$ cat src/rtl/squash_ctrl_pkg.sv
// Shared types and defaults for the solo_squash game sequencer.
package squash_ctrl_pkg;

  typedef enum logic [1:0] {
    WAIT_GPIO = 2'd0,
    HOLD      = 2'd1,
    RUN       = 2'd2,
    PAUSED    = 2'd3
  } state_e;

  localparam int unsigned DEFAULT_SYNC_STAGES       = 2;
  localparam int unsigned DEFAULT_DEBOUNCE_CYCLES   = 50000;
  localparam int unsigned DEFAULT_RESET_HOLD_CYCLES = 16;

  // Counter width able to hold n-1, never narrower than one bit.
  function automatic int unsigned cnt_width(input int unsigned n);
    return (n > 1) ? $clog2(n) : 1;
  endfunction

endpackage

$ cat src/rtl/squash_debounce.sv
// Pad synchronizer plus debounce filter for one active-low button.
// stable_next is the value the stable register takes at the coming edge; fall is a registered 1->0 strobe.
module squash_debounce
  import squash_ctrl_pkg::*;
#(
  parameter int unsigned SYNC_STAGES     = DEFAULT_SYNC_STAGES,
  parameter int unsigned DEBOUNCE_CYCLES = DEFAULT_DEBOUNCE_CYCLES
) (
  input  logic clk,
  input  logic rst_n,
  input  logic pad_n,
  output logic stable_next,
  output logic fall
);

  localparam int unsigned     CNT_W   = cnt_width(DEBOUNCE_CYCLES);
  localparam logic [CNT_W-1:0] CNT_MAX = CNT_W'(DEBOUNCE_CYCLES - 1);

  logic [SYNC_STAGES-1:0] sync_q;
  logic [CNT_W-1:0]       cnt_q;
  logic [CNT_W-1:0]       cnt_d;
  logic                   stable_q;
  logic                   stable_d;
  logic                   synced;

  assign synced      = sync_q[SYNC_STAGES-1];
  assign stable_next = stable_d;

  // Count consecutive disagreeing cycles; flip only after a full run of them.
  always_comb begin
    cnt_d    = cnt_q;
    stable_d = stable_q;
    if (synced == stable_q) begin
      cnt_d = '0;
    end else if (cnt_q == CNT_MAX) begin
      stable_d = synced;
      cnt_d    = '0;
    end else begin
      cnt_d = cnt_q + CNT_W'(1);
    end
  end

  always_ff @(posedge clk) begin
    if (!rst_n) begin
      sync_q   <= '1;
      cnt_q    <= '0;
      stable_q <= 1'b1;
      fall     <= 1'b0;
    end else begin
      sync_q   <= {sync_q[SYNC_STAGES-2:0], pad_n};
      cnt_q    <= cnt_d;
      stable_q <= stable_d;
      fall     <= stable_q & ~stable_d;
    end
  end

endmodule

$ cat src/rtl/squash_game_sequencer.sv
// Reset sequencing, button conditioning and run/pause/new-game control for the solo_squash core.
module squash_game_sequencer
  import squash_ctrl_pkg::*;
#(
  parameter int unsigned SYNC_STAGES       = DEFAULT_SYNC_STAGES,
  parameter int unsigned DEBOUNCE_CYCLES   = DEFAULT_DEBOUNCE_CYCLES,
  parameter int unsigned RESET_HOLD_CYCLES = DEFAULT_RESET_HOLD_CYCLES
) (
  input  logic       wb_clk_i,
  input  logic       ext_reset_n,
  input  logic       gpio_ready,
  input  logic       pause_n,
  input  logic       new_game_n,
  input  logic       down_key_n,
  input  logic       up_key_n,
  output logic       design_reset,
  output logic       game_pause,
  output logic       new_game_pulse,
  output logic       up_key,
  output logic       down_key,
  output logic [1:0] state_dbg
);

  localparam int unsigned       HOLD_W    = cnt_width(RESET_HOLD_CYCLES);
  localparam logic [HOLD_W-1:0] HOLD_LOAD = HOLD_W'(RESET_HOLD_CYCLES - 1);

  state_e            state_q;
  state_e            state_d;
  logic              gpio_q;
  logic [HOLD_W-1:0] hold_q;
  logic [HOLD_W-1:0] hold_d;

  logic design_reset_d;
  logic game_pause_d;
  logic new_game_pulse_d;
  logic up_key_d;
  logic down_key_d;

  logic pause_fall;
  logic new_game_fall;
  logic up_level;
  logic down_level;
  logic unused_pause_level;
  logic unused_new_game_level;
  logic unused_up_fall;
  logic unused_down_fall;

  squash_debounce #(.SYNC_STAGES(SYNC_STAGES), .DEBOUNCE_CYCLES(DEBOUNCE_CYCLES)) u_db_pause (
    .clk(wb_clk_i), .rst_n(ext_reset_n), .pad_n(pause_n),
    .stable_next(unused_pause_level), .fall(pause_fall)
  );

  squash_debounce #(.SYNC_STAGES(SYNC_STAGES), .DEBOUNCE_CYCLES(DEBOUNCE_CYCLES)) u_db_new_game (
    .clk(wb_clk_i), .rst_n(ext_reset_n), .pad_n(new_game_n),
    .stable_next(unused_new_game_level), .fall(new_game_fall)
  );

  squash_debounce #(.SYNC_STAGES(SYNC_STAGES), .DEBOUNCE_CYCLES(DEBOUNCE_CYCLES)) u_db_up (
    .clk(wb_clk_i), .rst_n(ext_reset_n), .pad_n(up_key_n),
    .stable_next(up_level), .fall(unused_up_fall)
  );

  squash_debounce #(.SYNC_STAGES(SYNC_STAGES), .DEBOUNCE_CYCLES(DEBOUNCE_CYCLES)) u_db_down (
    .clk(wb_clk_i), .rst_n(ext_reset_n), .pad_n(down_key_n),
    .stable_next(down_level), .fall(unused_down_fall)
  );

  // Losing gpio readiness overrides everything; new_game beats pause on the same cycle.
  always_comb begin
    state_d          = state_q;
    hold_d           = hold_q;
    new_game_pulse_d = 1'b0;

    if (!gpio_q) begin
      state_d = WAIT_GPIO;
    end else begin
      case (state_q)
        WAIT_GPIO: state_d = HOLD;
        HOLD:      if (hold_q == '0) state_d = RUN;
        RUN: begin
          if (new_game_fall) begin
            state_d          = HOLD;
            new_game_pulse_d = 1'b1;
          end else if (pause_fall) begin
            state_d = PAUSED;
          end
        end
        PAUSED: begin
          if (new_game_fall) begin
            state_d          = HOLD;
            new_game_pulse_d = 1'b1;
          end else if (pause_fall) begin
            state_d = RUN;
          end
        end
        default: state_d = WAIT_GPIO;
      endcase
    end

    if ((state_d == HOLD) && (state_q != HOLD)) begin
      hold_d = HOLD_LOAD;
    end else if ((state_q == HOLD) && (hold_q != '0)) begin
      hold_d = hold_q - HOLD_W'(1);
    end

    // Outputs follow the next state so they change on the transition edge.
    design_reset_d = (state_d == WAIT_GPIO) || (state_d == HOLD);
    game_pause_d   = (state_d == PAUSED);
    up_key_d       = (state_d == RUN) && !up_level && down_level;
    down_key_d     = (state_d == RUN) && !down_level && up_level;
  end

  always_ff @(posedge wb_clk_i) begin
    if (!ext_reset_n) begin
      state_q        <= WAIT_GPIO;
      gpio_q         <= 1'b0;
      hold_q         <= '0;
      design_reset   <= 1'b1;
      game_pause     <= 1'b0;
      new_game_pulse <= 1'b0;
      up_key         <= 1'b0;
      down_key       <= 1'b0;
    end else begin
      state_q        <= state_d;
      gpio_q         <= gpio_ready;
      hold_q         <= hold_d;
      design_reset   <= design_reset_d;
      game_pause     <= game_pause_d;
      new_game_pulse <= new_game_pulse_d;
      up_key         <= up_key_d;
      down_key       <= down_key_d;
    end
  end

  assign state_dbg = state_q;

endmodule

$ cat config.mk
export PLATFORM = sky130hd
export DESIGN_NAME = squash_game_sequencer
export DESIGN_NICKNAME = d
export VERILOG_FILES = /design/src/rtl/squash_ctrl_pkg.sv /design/src/rtl/squash_debounce.sv /design/src/rtl/squash_game_sequencer.sv
export SDC_FILE = /design/constraint.sdc
export NUM_CORES = 1
export LEC_CHECK = 0
export ABC_CLOCK_PERIOD_IN_PS = 3400
export CORE_UTILIZATION = 25
export CTS_BUF_LIST = sky130_fd_sc_hd__clkbuf_2 sky130_fd_sc_hd__clkbuf_4 sky130_fd_sc_hd__clkbuf_8
export DETAILED_ROUTE_END_ITERATION = 16
export MAX_ROUTING_LAYER = met4
export PLACE_DENSITY = 0.37
export SLEW_MARGIN = 0
export SYNTH_ARGS = -nofsm -noshare
export SYNTH_HDL_FRONTEND = slang
export SYNTH_SLANG_ARGS = --single-unit
$ cat constraint.sdc
create_clock -name wb_clk_i -period 3.4 [get_ports wb_clk_i]
set_input_delay 0.34 -clock wb_clk_i [delete_from_list [all_inputs] [get_ports wb_clk_i]]
set_output_delay 0.34 -clock wb_clk_i [all_outputs]
set_load 0.03 [all_outputs]
==> flow_summary_export.csv <==
group,metric,value,unit
power,p_switching,406.5,uW
floorplanning,core_region_area,14700,um2
job,max_cap_viol_count,0,
power,p_total,1.837,mW
yosys,ys.flop_type,"dfxtp_1",
yosys,yosys-top-cells-area,"dfxtp_1 47%, xor2_1 7.8%, nor2_1 5.4%, xnor2_1 4.8%, nand3_1 3.6%",
worst_setup_path,worst_ep_arrival_time,1.54,ns
timing,relSlewSlack,57.53,%
worst_setup_path,cp_num_buf_inv,1,
clock_network,hold_buffers,0,
clock_network,cts_buffers,9,
finish,layout_commonest_cell,"dfxtp_1",
place,pre_cts_ws,1.043,ns
worst_setup_path,crit_chain,"clkdlybuf4s50_1",
timing,fin_ws,1.520,ns
drt,vias,2755,
timing,report.final.slew_viol_count,0,
clock_network,post_cts_buffers,0,
timing,hold_viol,0,
yosys,yosysSeqAreaShare,47.45,%
drt,drt_pass1_iterations,6,
global_route,grt_pass1_wl,12.65,mm
timing,setup_viol,0,
timing,worst_hold_slack,0.4006,ns
worst_setup_path,cpMaxStageDelayCell,"clkdlybuf4s50_1",
outcome,outcome,"finished, final reports clean",
yosys,syn_area,3797,um2
yosys,synth_seq_cells,90,
drt,drtIter0Drc,129,
worst_setup_path,cp_max_fo,8,
global_route,grt_max_degree,17,
clock_network,clkSinkCount,90,
clock_network,htree_levels,3,
global_route,antenna_found_initial,0,
timing,worst_pin_slew,0.6352,ns
worst_setup_path,crit_path_start_kind,"register",
drt,vias_per_cell,4.524,
global_route,grt_util_met3,4.108,%
power,ir_drop,0.0001711,V
hold_path,hold_path.class,"register to register",
clock_network,clock_latency,0.37,ns
finish,final_cell_mix,"90 x dfxtp_1, 55 x nor2_1, 34 x xor2_1",
timing,fin_crit_sh,55.30,%
finish,insertedDiodeCount,0,
place,io_buffer_count,13,
yosys,synth.largest_area_cell,"dfxtp_1",
yosys,syn_area_per_cell,9.353,um2
clock_network,cts_tree,"built",
yosys,synthDistinctLibCells,42,
worst_setup_path,path_delay_family,"buffers and inverters",
place,place.gp.congestion,0.7217,
yosys,synth_edf_count,0,
global_route,busiest_layer,"met2",
finish,areaGrowthSynthToFinish,12.95,%
drt,wl,7.352,mm
floorplanning,ioPinCount,14,
floorplanning,fp.dieW,125.2,um
clock_network,ctsResizeCount,0,
power,power_frac_clock,38.7,%
floorplanning,start_util,25.83,%
floorplanning,die-area,15690,um2
clock_network,ctsLongestPathBuffers,2,
timing,fmax,531.9,MHz
power,p_int,1.430,mW
finish,nets,432,
worst_setup_path,crit_path_end_kind,"output port",
drt,antenna_left,0,
timing,setup-tns-final,0,ns
finish,post-route-util,29.18,%
yosys,synth_fp_nets,418,
timing,fin_skew,0.01190,ns
drt,drc,0,
global_route,grtUsageMet2,15.81,%
yosys,async_flop_share,0,%
timing,fin_crit,1.880,ns
power,power.density,428.3,nW/um2
worst_setup_path,crit_type,"register to output port",
floorplanning,rows,44,
global_route,overflow,0,
clock_network,clock_tree.root_cell,"clkbuf_8",
floorplanning,die_h,125.2,um
finish,drive_gt1_share,6.118,%
yosys,synth_top_area_share,47.45,%
yosys,netlist_instances,406,
power,leakagePower,1.435,nW
worst_setup_path,slowest_delay,0.72,ns
clock_network,clk_pin_slew_worst_paths,0.09,ns
timing,rsz0062_at_grt,"false",
power,p_sw_share,22.13,%
place,hpwl,5.062,mm
global_route,grt_use_met1,12.77,%
global_route,grt_pass1_vias,2610,
power,seqPwrFrac,58.4,%
yosys,yosysWarnings,0,
power,pwr-share-comb,2.9,%
drt,wl_per_cell,12.07,um
global_route,track_usage,10.49,%
worst_setup_path,cp.required,3.06,ns
==> logic make-up after synthesis <==
group           Yosys count  share of synthesized area [%]
simple gates            202                          30.12
flops                    90                          47.45
xor+xnor                 55                          12.69
compound gates           27                          4.119
buf+inv                  23                          2.932
fa+ha+maj                 5                          1.647
mux                       4                          1.054
==> state kept, by name, indices dropped and copies added, names as in the netlist, 2 cells and up <==
register              flops
u_db_new_game.cnt_q      16
u_db_down.sync_q          2
state_dbg                 2
u_db_new_game.sync_q      2
u_db_up.sync_q            2
u_db_up.cnt_q            16
u_db_pause.sync_q         2
u_db_pause.cnt_q         16
u_db_down.cnt_q          16
hold_q                    4
==> stage by stage <==
step	instance area, um2	cells
after floorplan	3797	406
after global placement	4099	593
after detailed placement	4099	593
after CTS	4289	609
after global routing	4289	609
final	4289	609
==> power groups by stage <==
stage | Sequential, mW | Combinational (mW) | Clock (mW)
detailed placement | 1.10 | 0.0549 | 0
global route | 1.08 | 0.0595 | 0.798
finish | 1.07 | 0.0532 | 0.710
CTS | 1.07 | 0.0550 | 0.755
floorplan | 1.10 | 0.0367 | 0
global placement | 1.10 | 0.0539 | 0
==> routing by layer <==
| layer | vias up | wire length (um) |
|---|---|---|
| met5 | - | 0 |
| met4 | 0 | 100 |
| met3 | 5 | 239 |
| met2 | 26 | 3250 |
| met1 | 1283 | 3761 |
| li1 | 1441 | - |
==> path summary, 6_finish.rpt <==
kind	end	cells after the start	from	slack (ns)
worst max-delay path	state_dbg[1]	1	state_dbg[1]	1.52
worst min-delay path	u_db_new_game.sync_q[1]	1	u_db_new_game.sync_q[0]	0.40
worst max register to register	u_db_new_game.cnt_q[5]	5	u_db_new_game.cnt_q[0]	1.54
worst min register to register	u_db_new_game.sync_q[1]	1	u_db_new_game.sync_q[0]	0.40
==> cells in the mapped netlist (9+ instances only) <==
cell and number:
a21oi_1 10, and3_1 13, dfxtp_1 90, inv_1 12, nand2_1 20, nand2b_1 10, nand3_1 27, nand4_1 18
nor2_1 55, o21ai_0 9, xnor2_1 21, xor2_1 34
==> final cells by class <==
type / count / area, um2
multi-input cells: 293 / 1884
flip-flops and latches: 90 / 1802
clock inverters: 2 / 10.01
well taps: 184 / 230.2
fillers: 1552 / 10410
repair buffers: 14 / 137.6
clock buffers: 14 / 180.2
inverters: 12 / 45.04
Note: power is estimated with default switching activity, not from simulation.
==> variant 1, RTL diff (same settings) <==
Reset style: asynchronous (`ext_reset_n` and `rst_n`), changed in 2 clocked blocks.
--- a/src/rtl/squash_debounce.sv
+++ b/src/rtl/squash_debounce.sv
@@ -42,3 +42,3 @@
 
-  always_ff @(posedge clk) begin
+  always_ff @(posedge clk or negedge rst_n) begin
     if (!rst_n) begin
--- a/src/rtl/squash_game_sequencer.sv
+++ b/src/rtl/squash_game_sequencer.sv
@@ -112,3 +112,3 @@
 
-  always_ff @(posedge wb_clk_i) begin
+  always_ff @(posedge wb_clk_i or negedge ext_reset_n) begin
     if (!ext_reset_n) begin
Behaviour: differs if ext_reset_n is asserted again (counterexample within 4 cycles, from zero or initial values and one cycle with ext_reset_n low); with ext_reset_n held inactive, the same outputs for 10 cycles.
==> variant 1 against the unedited design <==
- routed wire length up 9.2%
- global-route usage grew 0.66 points
- register-to-register slack got worse by 0.09 ns
- non-clock buffer count grew 2
- first-iteration DRC count shrank 15%
- combinational power is 87% higher
- total power is 11% higher
- cell area increased by 9.6%
- worst setup slack got worse by 0.067 ns
- sequential cell count is the same
- area after synthesis grew 8.1%
- largest power group unchanged
==> variant 1: results (changes against the unedited design) <==
status: "finished, final reports clean"
globalplace.congestion: 0.753  # +4.3%
dp.cells: 601  # +1.3%
worstReg2RegStart: "hold_q[0]$_DFFE_PN0P_"
dp_hpwl_mm: 5.39  # +6.5%
grt_use_total_pct: 11.2  # +0.66 points
p_clk_share_pct: 40.1  # +1.4 points
min_from: "u_db_pause.sync_q[0]$_DFF_PN1_"
path_class: "reg2reg"
nNetsFinal: 409  # -5.3%
crit_family: "simple AND/OR/NAND/NOR gates"
dp_slack_ns: 1.46  # +0.419 ns
synthTopCellsByArea: "dfrtp_1 (47%), dfstp_2 (8.3%), xor2_1 (7.5%)"
crit_end: "down_key$_DFF_PN0_"
critPathMaxStageDelay_ns: 0.39  # -0.33 ns
synth_xor_area_share_pct: 11.1  # -1.6 points
via_per_inst: 4.52  # about the same
routed_wl_mm: 8.03  # +9.2%
stdcell_count: 618  # +1.5%
yosys_most_used_dff: "dfrtp_1"
dpl_cell_area_um2: 4470  # +9.0%
fillers: 1677  # +8.1%
grt_first_pass_wirelength_mm: 14.0  # +11%
drt_iter0_drc: 110  # -15%
postSynth.asyncResetShare_pct: 100  # +100 points
grt_start_max_net_pins: 35  # +18
period_needed_ns: 1.95  # +0.0673 ns
p_leak_nw: 1.95  # +36%
multi_input_area_um2: 1770  # -5.8%
peakVddDrop_mv: 0.145  # -15%
first_global_vias: 2843  # +8.9%
netSwitchingFraction_pct: 22.8  # +0.64 points
arrival_ns: 2.21  # +0.67 ns
synth_compound_area_share_pct: 3.23  # -0.89 points
powerDensity_nw_per_um2: 436  # +1.7%
muxShareOfSynthArea_pct: 1.19  # +0.13 points
seq_area_frac_synth_pct: 55.2  # +7.8 points
cts_hold_buffers: 1  # +1
netlist_top_cells_count: "dfrtp_1 (77), nor2_1 (52), xor2_1 (35)"
firstDrtPassIters: 4  # -2
critPathSlowestCell: "or3b_1"
==> variant 1: changes by cell type after synthesis, moves of 4 or more <==
cell and delta:
xnor2_1 -4, nor4_1 -7, dfstp_2 +13, nand4_1 +9, nand2b_1 -10, dfrtp_1 +77, inv_1 -9, mux2i_1 -4
and4bb_2 +4, dfxtp_1 -90
==> variant 1: routing by layer <==
metal  share of wire, %  up-vias  wire, µm  track usage (%)
met4                2.6        0       207             6.16
li1                   -     1379         -                -
met3                2.6       13       211             2.46
met1                 52     1375      4140             14.5
met5                  0        -         0                -
met2                 43       27      3470             16.0
==> variant 1: area by class of cell <==
cell class	instances	share of cell area, %
clock buffers	11	3.09
well taps	216	5.75
clock inverters	5	1.65
repair buffers	16	3.25
inverters	3	0.240
flip-flops and latches	90	48.3
multi-input cells	277	37.8
==> variant 2, RTL diff (config.mk and constraints unchanged) <==
Without the edit above. The package constant `DEFAULT_DEBOUNCE_CYCLES` goes from 50000 to 12500.
--- a/src/rtl/squash_ctrl_pkg.sv
+++ b/src/rtl/squash_ctrl_pkg.sv
@@ -11,3 +11,3 @@
   localparam int unsigned DEFAULT_SYNC_STAGES       = 2;
-  localparam int unsigned DEFAULT_DEBOUNCE_CYCLES   = 50000;
+  localparam int unsigned DEFAULT_DEBOUNCE_CYCLES   = 12500;
   localparam int unsigned DEFAULT_RESET_HOLD_CYCLES = 16;
Check against the original RTL: no difference found for any inputs over 10 cycles, from zero or initial values and one cycle with ext_reset_n low; that may be too few to reach the edited logic, so the function may still have changed.
==> variant 2 against the unedited design <==
- cell area decreased by 9.1%
- cell count decreased by 6.7%
- worst setup slack got worse by 0.016 ns
- die area decreased by 10%
- routed wire length decreased by 13%
- register-to-register slack got worse by 0.04 ns
- total power decreased by 6.8%
- clock skew decreased by 0.0037 ns
- area after synthesis decreased by 10%
- critical path depth increased by 4
- maximum frequency decreased by 0.84%
- sequential cell count decreased by 8
- critical endpoint is now u_db_up.cnt_q[12]$_SDFF_PP0_
==> variant 2: results (changes against the unedited design) <==
synth_adder_area_share_pct: 1.84  # +0.19 points
nNetsFinal: 399  # -7.6%
vias: 2450  # -11%
grt_first_pass_wirelength_mm: 11.1  # -12%
grt_use_total_pct: 10.2  # -0.26 points
drt_iter0_drc: 196  # +52%
rrSetupSlack_ns: 1.50  # -0.04 ns
critPathMaxStageDelay_ns: 0.49  # -0.23 ns
status: "finished, final reports clean"
dp_hpwl_mm: 4.32  # -15%
min_from: "u_db_down.sync_q[0]$_SDFF_PN1_"
ys_types: 33  # -21%
synth_nets: 384  # -8.1%
globalplace.congestion: 0.714  # -1.1%
grt_start_max_net_pins: 15  # -2
seq_area_frac_synth_pct: 48.3  # +0.84 points
firstDrtPassIters: 4  # -2
path_class: "reg2reg"
clock_skew_ns: 0.00822  # -0.00367 ns
netlist_top_cells_count: "dfxtp_1 (82), nor2_1 (60), xor2_1 (29)"
cts_buffers: 9  # unchanged
synthTopCellsByArea: "dfxtp_1 (48%), xor2_1 (7.5%), nor2_1 (6.6%)"
whs_endpoint: "u_db_down.sync_q[1]$_SDFF_PN1_"
drive_above_1_share_pct: 5.10  # -1.0 points
first_global_vias: 2311  # -11%
muxShareOfSynthArea_pct: 1.18  # +0.12 points
critPathSlowestCell: "nand3_1"
crit_family: "simple AND/OR/NAND/NOR gates"
synth_xor_area_share_pct: 13.9  # +1.2 points
peakVddDrop_mv: 0.157  # -8.4%
synth_compound_area_share_pct: 2.21  # -1.9 points
cp_max_fo: 14  # +6
syn_inst: 372  # -8.4%
crit_end: "u_db_up.cnt_q[12]$_SDFF_PP0_"
slew_viol_final: 0  # unchanged
arrival_ns: 2.11  # +0.57 ns
clockRootBuffer: "clkbuf_8"
slew_headroom_pct: 59.5  # +1.9 points
via_per_inst: 4.31  # -4.7%
wl_per_cell_um: 11.3  # -6.7%
dp.cells: 552  # -6.9%
p_leak_nw: 1.26  # -12%
worstReg2RegStart: "u_db_up.cnt_q[0]$_SDFF_PP0_"
## variant 2: changes by cell type after synthesis, moves of 5 or more
cell	before	now
a21oi_1	10	3
and3_1	13	3
buf_2	5	0
clkbuf_1	2	9
dfxtp_1	90	82
nor2_1	55	60
nor3_1	8	14
xor2_1	34	29
## variant 2: logic make-up (layout without fill, tap and decap cells)
logic type | Yosys count | after routing
xor+xnor | 54 | 54
flops | 82 | 82
compound gates | 13 | 13
mux | 4 | 4
simple gates | 191 | 191
fa+ha+maj | 5 | 5
buf+inv | 23 | 43
## variant 2: per-layer routing
metal	up-vias	track usage (%)	part of all wire, %	wire, µm
met4	0	6.17	2.6	166
met1	1115	13.2	52	3350
met2	29	14.5	42	2720
met5	-	-	0	0
li1	1293	-	-	-
met3	13	2.22	2.6	165
## variant 2: worst register-to-register path: cells and delay by family (launching register included)
family                     cells  cell delay (ns)
and+or+nand+nor                4             0.95
DFF                            1             0.44
adders and majority gates      1             0.36
## variant 2: cell type report
class                      count  area (µm²)
clock buffer                  14         180
clock inverter                 2        10.0
fill                        1423        9340
inverter                      13        48.8
multi-input combinational    267        1660
sequential                    82        1640
tap                          176         220
timing repair buffer          14         138
## variant 2: metrics by stage
stage | hold WS (ns) | area, µm² | setup WS (ns)
floorplan | 0.386 | 3400 | 1.64
global placement | 0.392 | 3710 | 1.29
detailed placement | 0.391 | 3710 | 1.23
CTS | 0.407 | 3900 | 1.46
global route | 0.415 | 3900 | 1.24
finish | 0.401 | 3900 | 1.50
## variant 2: power by group
group | leakage (nW) | internal (mW) | switching, mW
Combinational | 0.492 | 0.0255 | 0.0276
Clock | 0.103 | 0.340 | 0.339
Sequential | 0.664 | 0.971 | 0.00930
Total | 1.26 | 1.34 | 0.376
